===== config.mk =====
export PLATFORM = sky130hd
export DESIGN_NAME = dcache_wb_ctrl
export DESIGN_NICKNAME = d
export VERILOG_FILES = /design/src/rtl/dcache_wb_ctrl.sv
export SDC_FILE = /design/constraint.sdc
export NUM_CORES = 1
export LEC_CHECK = 0
export BUFFER_PORTS_ARGS = -buffer_cell sky130_fd_sc_hd__buf_2
export CAP_MARGIN = 40
export CELL_PAD_IN_SITES_DETAIL_PLACEMENT = 0
export CELL_PAD_IN_SITES_GLOBAL_PLACEMENT = 2
export CORE_AREA = 3 3 168 170
export CTS_BUF_LIST = sky130_fd_sc_hd__clkbuf_8 sky130_fd_sc_hd__clkbuf_16
export CTS_CLUSTER_DIAMETER = 30
export DETAILED_ROUTE_END_ITERATION = 7
export DIE_AREA = 0 0 171 173
export GPL_ROUTABILITY_DRIVEN = 1
export PLACE_DENSITY_LB_ADDON = 0.15
export SLEW_MARGIN = 10
export SYNTH_ARGS = -nofsm -noshare
export SYNTH_HDL_FRONTEND = slang
export SYNTH_SLANG_ARGS = --single-unit

===== constraint.sdc =====
create_clock -name clk -period 2.35 [get_ports clk]
set_input_delay 0.235 -clock clk [delete_from_list [all_inputs] [get_ports clk]]
set_output_delay 0.235 -clock clk [all_outputs]
set_load 0.1 [all_outputs]

===== src/rtl/dcache_wb_ctrl.sv =====
// Write-back drain controller: pops one dcache write-FIFO line at a time and
// issues it as a single AXI INCR burst (AW, W beats, B), tracking bus errors.
module dcache_wb_ctrl #(
    parameter int unsigned DCACHELINE_WIDTH = 128,
    parameter int unsigned AXI_DATA_WIDTH   = 32,
    parameter int unsigned ADDR_WIDTH       = 32
) (
    input  logic                          clk,
    input  logic                          rst,
    input  logic                          fifo_wen_i,
    input  logic [DCACHELINE_WIDTH-1:0]   fifo_wdata_i,
    input  logic [ADDR_WIDTH-1:0]         fifo_awaddr_i,
    output logic                          fifo_accept_o,
    output logic                          awvalid_o,
    input  logic                          awready_i,
    output logic [ADDR_WIDTH-1:0]         awaddr_o,
    output logic [7:0]                    awlen_o,
    output logic [2:0]                    awsize_o,
    output logic [1:0]                    awburst_o,
    output logic                          wvalid_o,
    input  logic                          wready_i,
    output logic [AXI_DATA_WIDTH-1:0]     wdata_o,
    output logic [AXI_DATA_WIDTH/8-1:0]   wstrb_o,
    output logic                          wlast_o,
    input  logic                          bvalid_i,
    output logic                          bready_o,
    input  logic [1:0]                    bresp_i,
    output logic                          busy_o,
    output logic                          drained_o,
    output logic                          err_o,
    output logic [ADDR_WIDTH-1:0]         err_addr_o,
    input  logic                          err_clr_i
);
    localparam int unsigned BEATS  = DCACHELINE_WIDTH / AXI_DATA_WIDTH;
    localparam int unsigned CNT_W  = $clog2(BEATS) + 1;
    localparam int unsigned STRB_W = AXI_DATA_WIDTH / 8;
    localparam int unsigned OFF_W  = $clog2(DCACHELINE_WIDTH / 8);
    localparam logic [ADDR_WIDTH-1:0] ALIGN_MASK = ~ADDR_WIDTH'((64'd1 << OFF_W) - 64'd1);

    typedef enum logic [1:0] {S_IDLE, S_AW, S_W, S_B} state_t;

    state_t                        state;
    logic [CNT_W-1:0]              beat_cnt;
    logic [DCACHELINE_WIDTH-1:0]   line_q;
    logic [ADDR_WIDTH-1:0]         addr_q;
    logic                          b_hs;

    assign b_hs          = bready_o & bvalid_i;
    assign fifo_accept_o = (state == S_IDLE) & fifo_wen_i & rst;
    assign drained_o     = (state == S_IDLE) & ~fifo_wen_i;
    assign awaddr_o      = addr_q;
    assign awlen_o       = 8'(BEATS - 1);
    assign awsize_o      = 3'($clog2(STRB_W));
    assign awburst_o     = 2'b01;
    assign wstrb_o       = '1;

    // Beat 0 comes from the line LSBs.
    always_comb begin
        wdata_o = line_q[AXI_DATA_WIDTH-1:0];
        for (int unsigned i = 0; i < BEATS; i++) begin
            if (beat_cnt == CNT_W'(i)) wdata_o = line_q[i*AXI_DATA_WIDTH +: AXI_DATA_WIDTH];
        end
    end

    // Burst sequencer; handshake outputs are flops updated alongside the state.
    always_ff @(posedge clk or negedge rst) begin
        if (!rst) begin
            state      <= S_IDLE;
            beat_cnt   <= '0;
            line_q     <= '0;
            addr_q     <= '0;
            awvalid_o  <= 1'b0;
            wvalid_o   <= 1'b0;
            wlast_o    <= 1'b0;
            bready_o   <= 1'b0;
            busy_o     <= 1'b0;
            err_o      <= 1'b0;
            err_addr_o <= '0;
        end else begin
            unique case (state)
                S_IDLE: begin
                    if (fifo_wen_i) begin
                        line_q    <= fifo_wdata_i;
                        addr_q    <= fifo_awaddr_i & ALIGN_MASK;
                        awvalid_o <= 1'b1;
                        busy_o    <= 1'b1;
                        state     <= S_AW;
                    end
                end
                S_AW: begin
                    if (awready_i) begin
                        beat_cnt  <= '0;
                        awvalid_o <= 1'b0;
                        wvalid_o  <= 1'b1;
                        wlast_o   <= (BEATS == 1);
                        state     <= S_W;
                    end
                end
                S_W: begin
                    if (wready_i) begin
                        beat_cnt <= beat_cnt + CNT_W'(1);
                        if (wlast_o) begin
                            wvalid_o <= 1'b0;
                            wlast_o  <= 1'b0;
                            bready_o <= 1'b1;
                            state    <= S_B;
                        end else begin
                            wlast_o <= ((beat_cnt + CNT_W'(1)) == CNT_W'(BEATS - 1));
                        end
                    end
                end
                S_B: begin
                    if (bvalid_i) begin
                        bready_o <= 1'b0;
                        busy_o   <= 1'b0;
                        state    <= S_IDLE;
                    end
                end
                default: state <= S_IDLE;
            endcase

            // A failing response beats a simultaneous clear; only the first address is kept.
            if (b_hs && (bresp_i != 2'b00)) begin
                err_o <= 1'b1;
                if (!err_o) err_addr_o <= addr_q;
            end else if (err_clr_i) begin
                err_o <= 1'b0;
            end
        end
    end
endmodule


==> results.json <==
{
  "failed_checks": "negative setup slack",
  "synth-seq-area-share_pct": 55.3,
  "slew-limit-headroom_pct": 60.2,
  "clock_root_cell": "clkbuf_16",
  "initial_detailed_routing_violation_count": 203,
  "finalHoldViolCount": 0,
  "setup_slack_ns": -0.0152,
  "floorplan.core_area_sq_um": 26900,
  "period_minus_slack_ns": 2.37,
  "area_growth_pct": 42.1,
  "worst_ep_arrival_time_ns": 2.13,
  "num-fill-cells": 2465,
  "register_area_sq_um": 4880,
  "place.detailed.hpwl_mm": 17.4,
  "synth-edff-count": 0,
  "gr-usage-all-layers_pct": 17.0,
  "port-buffer-count": 260,
  "routed_wire_length_per_instance_um": 19.9,
  "floorplan.io_pins": 290,
  "synth_flop_cell": "dfrtp_1",
  "whs_path_depth": 2,
  "timing.critical_path.to": "wdata_o[12]",
  "slew_viols_final": 0,
  "clkLatencyLatePin_ns": 0.43,
  "cp-start-kind": "flip-flop",
  "gp_congestion": 0.746,
  "synth-warning-count": 0,
  "die_width_um": 171,
  "totalWireLength_mm": 25.9,
  "rr_endpoint": "line_q[23]",
  "crit_fanout": 8,
  "synth_largest_type_area_fraction_pct": 55.3,
  "timing.reg2reg.setup_slack_ns": 0.32,
  "max_freq_ghz": 0.423,
  "r2r.worst_path.cells": 5,
  "die_h_um": 173,
  "synthesis.instances": 671,
  "grt_pass1_vias": 6909,
  "cts_tree": "yes",
  "clock_tree.buffer_depth": 2,
  "rsz0062_at_grt": "yes",
  "asyncSetResetFlopFracSynth_pct": 100,
  "fp.dieArea_sq_um": 29600,
  "remaining_drc_errors": 0,
  "critPathCaptureType": "output port",
  "crit_type": "reg -> out",
  "ctsHtreeMaxLevel": 4,
  "antenna_found_initial": 5,
  "syn-cell-area_sq_um": 8820,
  "worst-slew-pin-transition_ns": 0.597,
  "drt_pass1_iterations": 4,
  "post_route_cells_drive_above_1_share_pct": 60.6,
  "synth.lib_cells_used.distinct": 30,
  "hold_crit_path_type": "in -> reg",
  "drv.max_cap_violation_count": 0,
  "period_share_pct": 101,
  "synth_seq_cells": 195,
  "fin_nets": 1121,
  "drtAntennaViolNets": 0,
  "grt.overflow.total": 0,
  "multiInputGateArea_sq_um": 4160,
  "clk_slew_on_worst_s_h_paths_ns": 0.09,
  "detailroute.via_count": 6304,
  "mean_number_of_vias_per_cell": 4.85,
  "outcome": "finished, violations left",
  "clock-sinks": 195,
  "worstReg2RegStart": "state[0]",
  "initial_core_utilization_pct": 32.8,
  "setup.worst_path.start": "beat_cnt[1]",
  "placementRows": 60,
  "synth_area_leaders": "dfrtp_1 (55%), mux2_2 (24%), o22a_1 (3.2%), o31ai_1 (2.8%), buf_4 (2.3%)",
  "cell_type_contributing_the_most_total_cell_area_after_synthesis": "dfrtp_1",
  "worstPathRequired_ns": 2.12,
  "post_synth.cell_area_avg_sq_um": 13.1,
  "clock-skew-final_ns": 0.0153,
  "post-synth-top-count-cell": "dfrtp_1",
  "numCtsBuffers": 17,
  "grt_first_pass_wirelength_mm": 39.4,
  "setup_viol_count_final": 2,
  "grt_max_degree": 105,
  "synth_common_cells": "dfrtp_1 (195), mux2_2 (185), nand2_1 (36), nor2_1 (36), o31ai_1 (33)",
  "dpl_worst_slack_ns": 0.324
}
registers in the layout (all words and copies together), names as in the netlist, 2 cells and up:
register    cells
state           2
awaddr_o       28
err_addr_o     28
beat_cnt        3
line_q        128
worst min-delay path by stage:
stage / start / to / slack (ns)
after floorplan: rst / awaddr_o[10] / -0.06
final: fifo_wdata_i[87] / line_q[87] / 0.03
after global routing: fifo_wdata_i[55] / line_q[55] / 0.0007
after CTS: fifo_awaddr_i[8] / awaddr_o[8] / 0.0007
after global placement: rst / line_q[91] / 0.16
after detailed placement: rst / line_q[59] / 0.16
cells by family after synthesis:
| kind of cell | Yosys count | synth area share [%] |
|---|---|---|
| other | 2 | 0.0851 |
| multiplexers | 191 | 24.3 |
| adder cells (fa/ha/maj) | 10 | 1.42 |
| flip-flops | 195 | 55.3 |
| AO/OA/AOI/OAI | 109 | 9.11 |
| buffers and inverters | 81 | 5.76 |
| AND/OR/NAND/NOR | 83 | 4.01 |
routing by layer:
layer | routed length, um | vias to the layer above | global-route usage, %
met5 | 0 | - | 0
met1 | 10800 | 3201 | 21.3
met2 | 13400 | 168 | 29.2
li1 | - | 2913 | -
met4 | 455 | 0 | 5.63
met3 | 1190 | 22 | 3.52
through the flow:
step                      utilization [%]  hold WS [ns]  setup TNS (ns)  cells  cell area (sq um)
final                                46.7        0.0275         -0.0247   1301              12500
after CTS                            45.6      0.000667          -0.435   1290              12300
after global placement               42.4         0.159               0   1246              11400
after floorplan                         -       -0.0606          -0.355    694               9410
after global routing                 46.7      0.000695           -1.81   1301              12500
after detailed placement             42.4         0.158               0   1246              11400
worst max-delay path: stages, from the launching register on:
cell       delay, ns
dfrtp_1         0.41
buf_4           0.16
ha_4            0.16
ha_4            0.25
clkbuf_16       0.22
o31ai_4         0.28
buf_12          0.21
layout by cell type, fill, tap and decap left out, drive strengths merged:
cell	instances
conb	25
clkinv	12
o22ai	32
clkinvlp	1
or4	1
dfrtp	195
nand3	2
clkbuf	23
mux2	186
o31ai	33
nor2	37
nor3	1
diode	5
ha	10
buf	287
o21ai	7
a21oi	1
a22o	2
nand2	36
mux2i	5
a221o	1
inv	14
o211ai	1
o22a	32
nand2b	1
dlygate4sd3	5
nor2b	3
nand3b	1
and3	1
layout make-up:
class	count	area share, %
tap	341	3.40
clock inverter	15	1.54
inverter	12	0.389
clock buffer	17	3.39
antenna	5	0.0998
timing repair buffer	298	19.1
sequential	195	38.9
multi-input combinational	418	33.1
timing repair:
item | CTS | global route
pin swaps | 16 | 19
cloned | 2 | 5
endpoints found under the setup margin | 32 | 33
setup buffers | 5 | 1
hold endpoints to repair | 34 | 0
gates resized for setup | 27 | 31
hold buffers | 5 | 0
Power is left out: the tool's default activity adds up to more than one toggle a clock period on the data nets, which glitch-free logic cannot reach.
